$ cat src/rtl/alu_result_stage.sv
// ---------------------------------------------------------------------------
// alu_result_stage
//   Registered result stage that sits directly after the 4-bit adder/subtractor.
//   Each accepted adder result (S, C, V, M) is turned into one entry
//   {sum, carry/borrow, overflow, zero, negative} and held in a 2-entry skid
//   FIFO. The FIFO hands entries to the consumer with a valid/ready handshake.
//   The stage also keeps a sticky overflow flag and a saturating count of
//   accepted overflow entries.
//
//   Build option:
//     ALU_BORROW_FLAG_EN - when defined, flag_c = c_in ^ m_in. For a subtract
//                          this gives a borrow, so 1 means A < B unsigned.
//                          When undefined, flag_c = c_in unchanged.
//
//   Ports:
//     clk, rst          rising-edge clock, synchronous active-high reset
//     in_valid/in_ready upstream handshake; push = in_valid & in_ready
//     s_in,c_in,v_in,m_in  adder sum, carry, overflow, op select (1 = sub)
//     out_valid/out_ready  downstream handshake; pop = out_valid & out_ready
//     result, flag_c/v/z/n head entry fields
//     sticky_v, ovf_count  overflow history, cleared by clr_sticky
// ---------------------------------------------------------------------------
module alu_result_stage #(
  parameter int WIDTH = 4,
  parameter int CNT_W = 4
) (
  input  logic             clk,
  input  logic             rst,
  input  logic             in_valid,
  output logic             in_ready,
  input  logic [WIDTH-1:0] s_in,
  input  logic             c_in,
  input  logic             v_in,
  input  logic             m_in,
  output logic             out_valid,
  input  logic             out_ready,
  output logic [WIDTH-1:0] result,
  output logic             flag_c,
  output logic             flag_v,
  output logic             flag_z,
  output logic             flag_n,
  output logic             sticky_v,
  output logic [CNT_W-1:0] ovf_count,
  input  logic             clr_sticky
);

  typedef struct packed {
    logic [WIDTH-1:0] s;
    logic             c;
    logic             v;
    logic             z;
    logic             n;
  } entry_t;

  entry_t [1:0] mem;
  logic         rd_ptr, wr_ptr;
  logic [1:0]   cnt;
  logic         push, pop;
  entry_t       new_entry;
  entry_t       head;

  logic             sticky_nxt;
  logic [CNT_W-1:0] ovf_base, ovf_nxt;

  // Handshake. in_ready only looks at registered occupancy (plus rst), so
  // there is no combinational path from out_ready back to the producer.
  assign in_ready  = ~rst & (cnt != 2'd2);
  assign out_valid = (cnt != 2'd0);
  assign push      = in_valid & in_ready;
  assign pop       = out_valid & out_ready;

  // Flags are derived once, when the entry is written.
  always_comb begin
    new_entry   = '0;
    new_entry.s = s_in;
`ifdef ALU_BORROW_FLAG_EN
    new_entry.c = c_in ^ m_in;
`else
    new_entry.c = c_in;
`endif
    new_entry.v = v_in;
    new_entry.z = (s_in == '0);
    new_entry.n = s_in[WIDTH-1];
  end

  // Storage is cleared on reset so the head outputs read 0 afterwards.
  always_ff @(posedge clk) begin
    if (rst) begin
      mem    <= '0;
      rd_ptr <= 1'b0;
      wr_ptr <= 1'b0;
      cnt    <= 2'd0;
    end else begin
      if (push) begin
        mem[wr_ptr] <= new_entry;
        wr_ptr      <= ~wr_ptr;
      end
      if (pop)
        rd_ptr <= ~rd_ptr;
      case ({push, pop})
        2'b10:   cnt <= cnt + 2'd1;
        2'b01:   cnt <= cnt - 2'd1;
        default: cnt <= cnt;
      endcase
    end
  end

  assign head   = mem[rd_ptr];
  assign result = head.s;
  assign flag_c = head.c;
  assign flag_v = head.v;
  assign flag_z = head.z;
  assign flag_n = head.n;

  // Overflow history. The clear is applied first and the new overflow is
  // counted on top of it, so a collision leaves sticky_v=1, ovf_count=1.
  always_comb begin
    ovf_base   = clr_sticky ? '0 : ovf_count;
    sticky_nxt = clr_sticky ? 1'b0 : sticky_v;
    ovf_nxt    = ovf_base;
    if (push && v_in) begin
      sticky_nxt = 1'b1;
      if (ovf_base != {CNT_W{1'b1}})
        ovf_nxt = ovf_base + CNT_W'(1);
    end
  end

  always_ff @(posedge clk) begin
    if (rst) begin
      sticky_v  <= 1'b0;
      ovf_count <= '0;
    end else begin
      sticky_v  <= sticky_nxt;
      ovf_count <= ovf_nxt;
    end
  end

endmodule

$ cat config.mk
export PLATFORM = sky130hd
export DESIGN_NAME = alu_result_stage
export DESIGN_NICKNAME = d
export VERILOG_FILES = /design/src/rtl/alu_result_stage.sv
export SDC_FILE = /design/constraint.sdc
export NUM_CORES = 1
export LEC_CHECK = 0
export CAP_MARGIN = 30
export CELL_PAD_IN_SITES_DETAIL_PLACEMENT = 1
export CELL_PAD_IN_SITES_GLOBAL_PLACEMENT = 1
export CORE_MARGIN = 3
export CORE_UTILIZATION = 39
export DETAILED_ROUTE_END_ITERATION = 12
export PLACE_DENSITY_LB_ADDON = 0.05
export SYNTH_ARGS = -nofsm -noshare
export SYNTH_HDL_FRONTEND = slang
export SYNTH_SLANG_ARGS = --single-unit
$ cat constraint.sdc
create_clock -name clk -period 3.51 [get_ports clk]
set_input_delay 0.702 -clock clk [delete_from_list [all_inputs] [get_ports clk]]
set_output_delay 0.702 -clock clk [all_outputs]
set_load 0.01 [all_outputs]
# Word level (Yosys, flattened, before mapping)
# Index checks and enable logic that the tools add are counted.
# W data, S select, Z words.
# totals
reg_bits	25
input_bits	12
elab_cells	48
# classes
add_sub_neg	3
order_cmp	3
n_eq_ne	4
muxes	11
bitwise_logic	6
n_reduce_logical	6
# ops
op	n
$mux W8	3
$bwmux W16	1
$mux W4	3
$demux W8 S1	1
$reduce_bool A2 Y1	3
$add A4 B1 Y4 const B	1
$logic_not A4 Y1	1
$lt A1 B2 Y1 const B	2
$ne A4 B4 Y1 const B	1
$pmux W2 S2	1
$and A1 B1 Y1	3
$not A1 Y1	3
$add A2 B1 Y2 const B	1
$eq A2 B1 Y1 const B	1
$eq A2 B2 Y1 const B	1
$logic_and A1 B1 Y1	2
$mux W1	2
$ne A2 B2 Y1 const B	1
$sub A2 B1 Y2 const B	1
$ge A1 B1 Y1 const B	1

# Longest topological paths before layout
# depth
depth_word	5
mapped_depth	6

# Worst setup path after synthesis
# Ideal clock, no wire load.
# synth_timing
kind	in2reg
from	in rst
to	reg cnt[1]
setup_ns	0.070
t_arrival_ns	1.794
required_time_ns	3.440
path_slack_ns	1.646
path_stages	5
path_buffers	0
path_cell_list	and2b_1 -> nand2_1 -> ha_1 -> or3_1 -> a21oi_1
# synth_via
elab_chain_len	5
elab_cells_between_ends	7
classes_between	eq/ne: 2; mux: 1; bitwise: 3; reduce/logical: 1
# synth_rtl
item	line	rtl
start, declared	28	input logic rst,
$not A1 Y1	67	assign in_ready = ~rst & (cnt != 2'd2);
$and A1 B1 Y1	67	
$and A1 B1 Y1	69	assign push = in_valid & in_ready;
$eq A2 B1 Y1 or $eq A2 B2 Y1 (tied branches)	100	case ({push, pop})
$pmux W2 S2 or $reduce_bool A2 Y1 (tied branches)	n/a	
end signal, assigned	101	2'b10: cnt <= cnt + 2'd1;
end signal, assigned	102	2'b01: cnt <= cnt - 2'd1;
end signal, assigned	103	default: cnt <= cnt;
end, declared	57	logic [1:0] cnt;
# Parallel ways exist; a longest one is shown, timed or not.
# A chain may end at the register's enable or synchronous reset.

# Final worst setup path
# layout_timing
from	in rst
to	out in_ready
# layout_via
elab_chain_len	2
# layout_rtl
item	line	rtl
$not A1 Y1	67	
$and A1 B1 Y1	67	
end, declared	30	output logic in_ready,
# No other way between the ends.

==> flow_summary.toml <==
[run_status]
status = "complete, no violations"

[finish]
syn_to_final_growth_pct = 25.54
fin_area_um2 = 1371
seqCellArea_um2 = 460.4
nets = 150
finish.utilization = 0.5341
multi_input_area_um2 = 559.3
fillers = 294
diodes = 0
fin_cells = 166
final_layout_size_suffix_gt1_frac = 0.1324

[critical_path]
cp_slowest_stage_delay_ps = 550
crit_type = "in -> out"
start_kind = "input pin"
path_cells = "clkdlybuf4s50_1, nor2_1, clkdlybuf4s50_1"
end_kind = "primary output"
cp_common_cell = "clkdlybuf4s50_1"
crit_family = "buffers and inverters"
cp_max_fo = 5
cp.required_ps = 2810
r2r_setup_slack_ps = 1910
cp.arrival_ps = 1890
critPathSlowestCell = "clkdlybuf4s50_1"
cp_num_buf_inv = 2

[timing]
fin_crit_ps = 2594
slew_headroom = 0.7020
worst_pin_slew_ps = 446.5
period_share = 0.7389
setup_viol = 0
finalSetupTns_ps = 0
skew_ps = 2.845
fmax_mhz = 385.6
slew_violations = 0
grt_setup_unrepaired = "false"
finalHoldViolations = 0

[floorplan]
initial_core_util = 0.4254
coreArea_um2 = 2567
dieHeight_um = 58.92
fp.dieArea_um2 = 3472
rows = 18
io_pins = 27
die_x_um = 58.92

[global_route]
globalRoute.totalOverflow = 0
grt_pass1_wl_um = 4443
grtUsageTotal = 0.1661
grt_max_degree = 17
grt_pass1_vias = 949
antenna_found_initial = 0

[synth]
synth_top_area_cell = "dfxtp_1"
synthesis.area_um2 = 1092
synth.area.mux_share = 0.1363
ys_warn_count = 0
synth_top_family_by_area = "compound AO/OA/AOI/OAI gates"
synth_seq_cells = 23
synth_seq_area_share = 0.4215
ys_async_sr_fraction = 0
synth_fp_nets = 126
syn_area_per_cell_um2 = 9.666
synth-xor-area-share = 0.02405
synth_top_area_frac = 0.4215
synth_edf_count = 0
synth-adder-area-share = 0.01145
synthTopCellsByArea = "dfxtp_1 (42%), mux2_2 (7.2%), mux2i_1 (6.4%)"
yosysUniqueCellTypes = 36
synth_flop_cell = "dfxtp_1"
synth-simple-area-share = 0.1501
synth_compound_area_frac = 0.1901
syn_inst = 113

[routing]
wl_per_cell_um = 15.36
vias = 918
drc = 0
routed_wl_um = 2550
drt_iter0_drc = 26
ant_nets = 0
dr.pass1.iters = 3
routed_via_density = 5.530

[cts]
clock_sinks = 23
clk_latency_ps = 310
cts_max_level = 1
post-cts-setup-buffers = 0
cts_made_buffers = 3
clk_path_buf_depth = 2
cts_tree = "built"
ctsResizeCount = 0
clk_pin_slew_worst_paths_ps = 120
hold_buffers = 0
cts-root-buf = "clkbuf_4"

[place]
dp_hpwl_um = 1908
place_congestion = 0.7009
port_buffers = 25
dp_cells = 162
placed_area_um2 = 1345

[pwr]
p_leak_uw = 0.0005479
pwr_density_cell_nw_per_um2 = 487.6
fin_total_pwr_uw = 668.7
max-vdd-ir-drop_mv = 0.3616

[flow_run]
maxCapViolCount = 0

[hold_path]
hp-class = "reg -> reg"
[Yosys cell counts (2+ instances only)]
cell type,n
a2111oi_2,2
a21oi_1,2
a31oi_1,2
a41oi_1,2
buf_4,2
clkbuf_1,2
dfxtp_1,23
inv_1,8
mux2_2,7
mux2i_1,7
nand2_1,9
nand2b_1,2
nor2_1,3
nor2b_1,2
nor3_1,3
o21a_1,2
o21ai_0,2
o21ai_1,7
o311ai_0,7
or3_1,2
xnor2_1,2
[power by group]
group | switching (uW) | total, uW | internal [uW]
clock | 78.8 | 123 | 44.4
combinational | 91.0 | 214 | 123
sequential | 41.4 | 331 | 290
[worst reg2reg max path: stages (launching register included)]
cell     delay, ps
dfxtp_1        480
or2b_4         210
nand2_1         60
ha_1           310
or3_1          350
a21oi_1        140
[cell type report]
type	instances	share of cell area
Tap cell	30	0.02737
Clock buffer	4	0.01916
Sequential cell	23	0.3358
Timing Repair Buffer	26	0.1880
Inverter	8	0.02190
Multi-Input combinational cell	75	0.4078
[metrics by stage]
| stage | hold WS [ps] | setup slack, ps |
|---|---|---|
| 3_3_place_gp | 442.0 | 904.3 |
| 5_1_grt | 489.0 | 833.4 |
| 4_1_cts | 474.2 | 909.1 |
| 2_1_floorplan | 434.6 | 1646 |
| 6_report | 467.7 | 916.3 |
| 3_5_place_dp | 450.5 | 924.7 |
[worst paths after layout]
kind,start,to,cells after the start
setup / recovery,rst,in_ready,3
hold / removal,mem[10],mem[10],2
setup reg to reg,cnt[0],cnt[1],5
hold reg to reg,mem[10],mem[10],2
[flip-flops by register name, indices dropped and copies added (netlist names)]
signal / cells
ovf_count: 4
mem: 14
rd_ptr: 1
cnt: 2
wr_ptr: 1
sticky_v: 1
[per-layer routing]
layer	up-vias	routed length, um	track usage
met5	-	0	0
met4	0	35	0.05825
met2	17	1220	0.2729
met1	439	1210	0.2210
met3	5	83	0.02412
li1	457	-	-
[placed cells by master (no fill, tap or decap), types with 2 or more instances in the layout]
cell type / Yosys / routed
o21a_1: 2 / 2
nand2b_1: 2 / 2
nor2b_1: 2 / 2
o21ai_1: 7 / 7
a21oi_1: 2 / 2
nor3_1: 3 / 3
a2111oi_2: 2 / 2
o21ai_0: 2 / 2
a31oi_1: 2 / 2
mux2i_1: 7 / 7
mux2_2: 7 / 7
nor2_1: 3 / 3
a41oi_1: 2 / 2
clkbuf_4: 0 / 3
dfxtp_1: 23 / 23
clkdlybuf4s50_1: 0 / 25
inv_1: 8 / 8
xnor2_1: 2 / 2
o311ai_0: 7 / 7
or3_1: 2 / 2
nand2_1: 9 / 9
[cells by family after synthesis]
logic type / Yosys count
buffers and inverters: 15
multiplexers: 14
flip-flops: 23
adder cells (fa/ha/maj): 1
AND/OR/NAND/NOR: 29
AO/OA/AOI/OAI: 28
XOR/XNOR: 3
No activity file was read; power rests on OpenSTA's default activity.
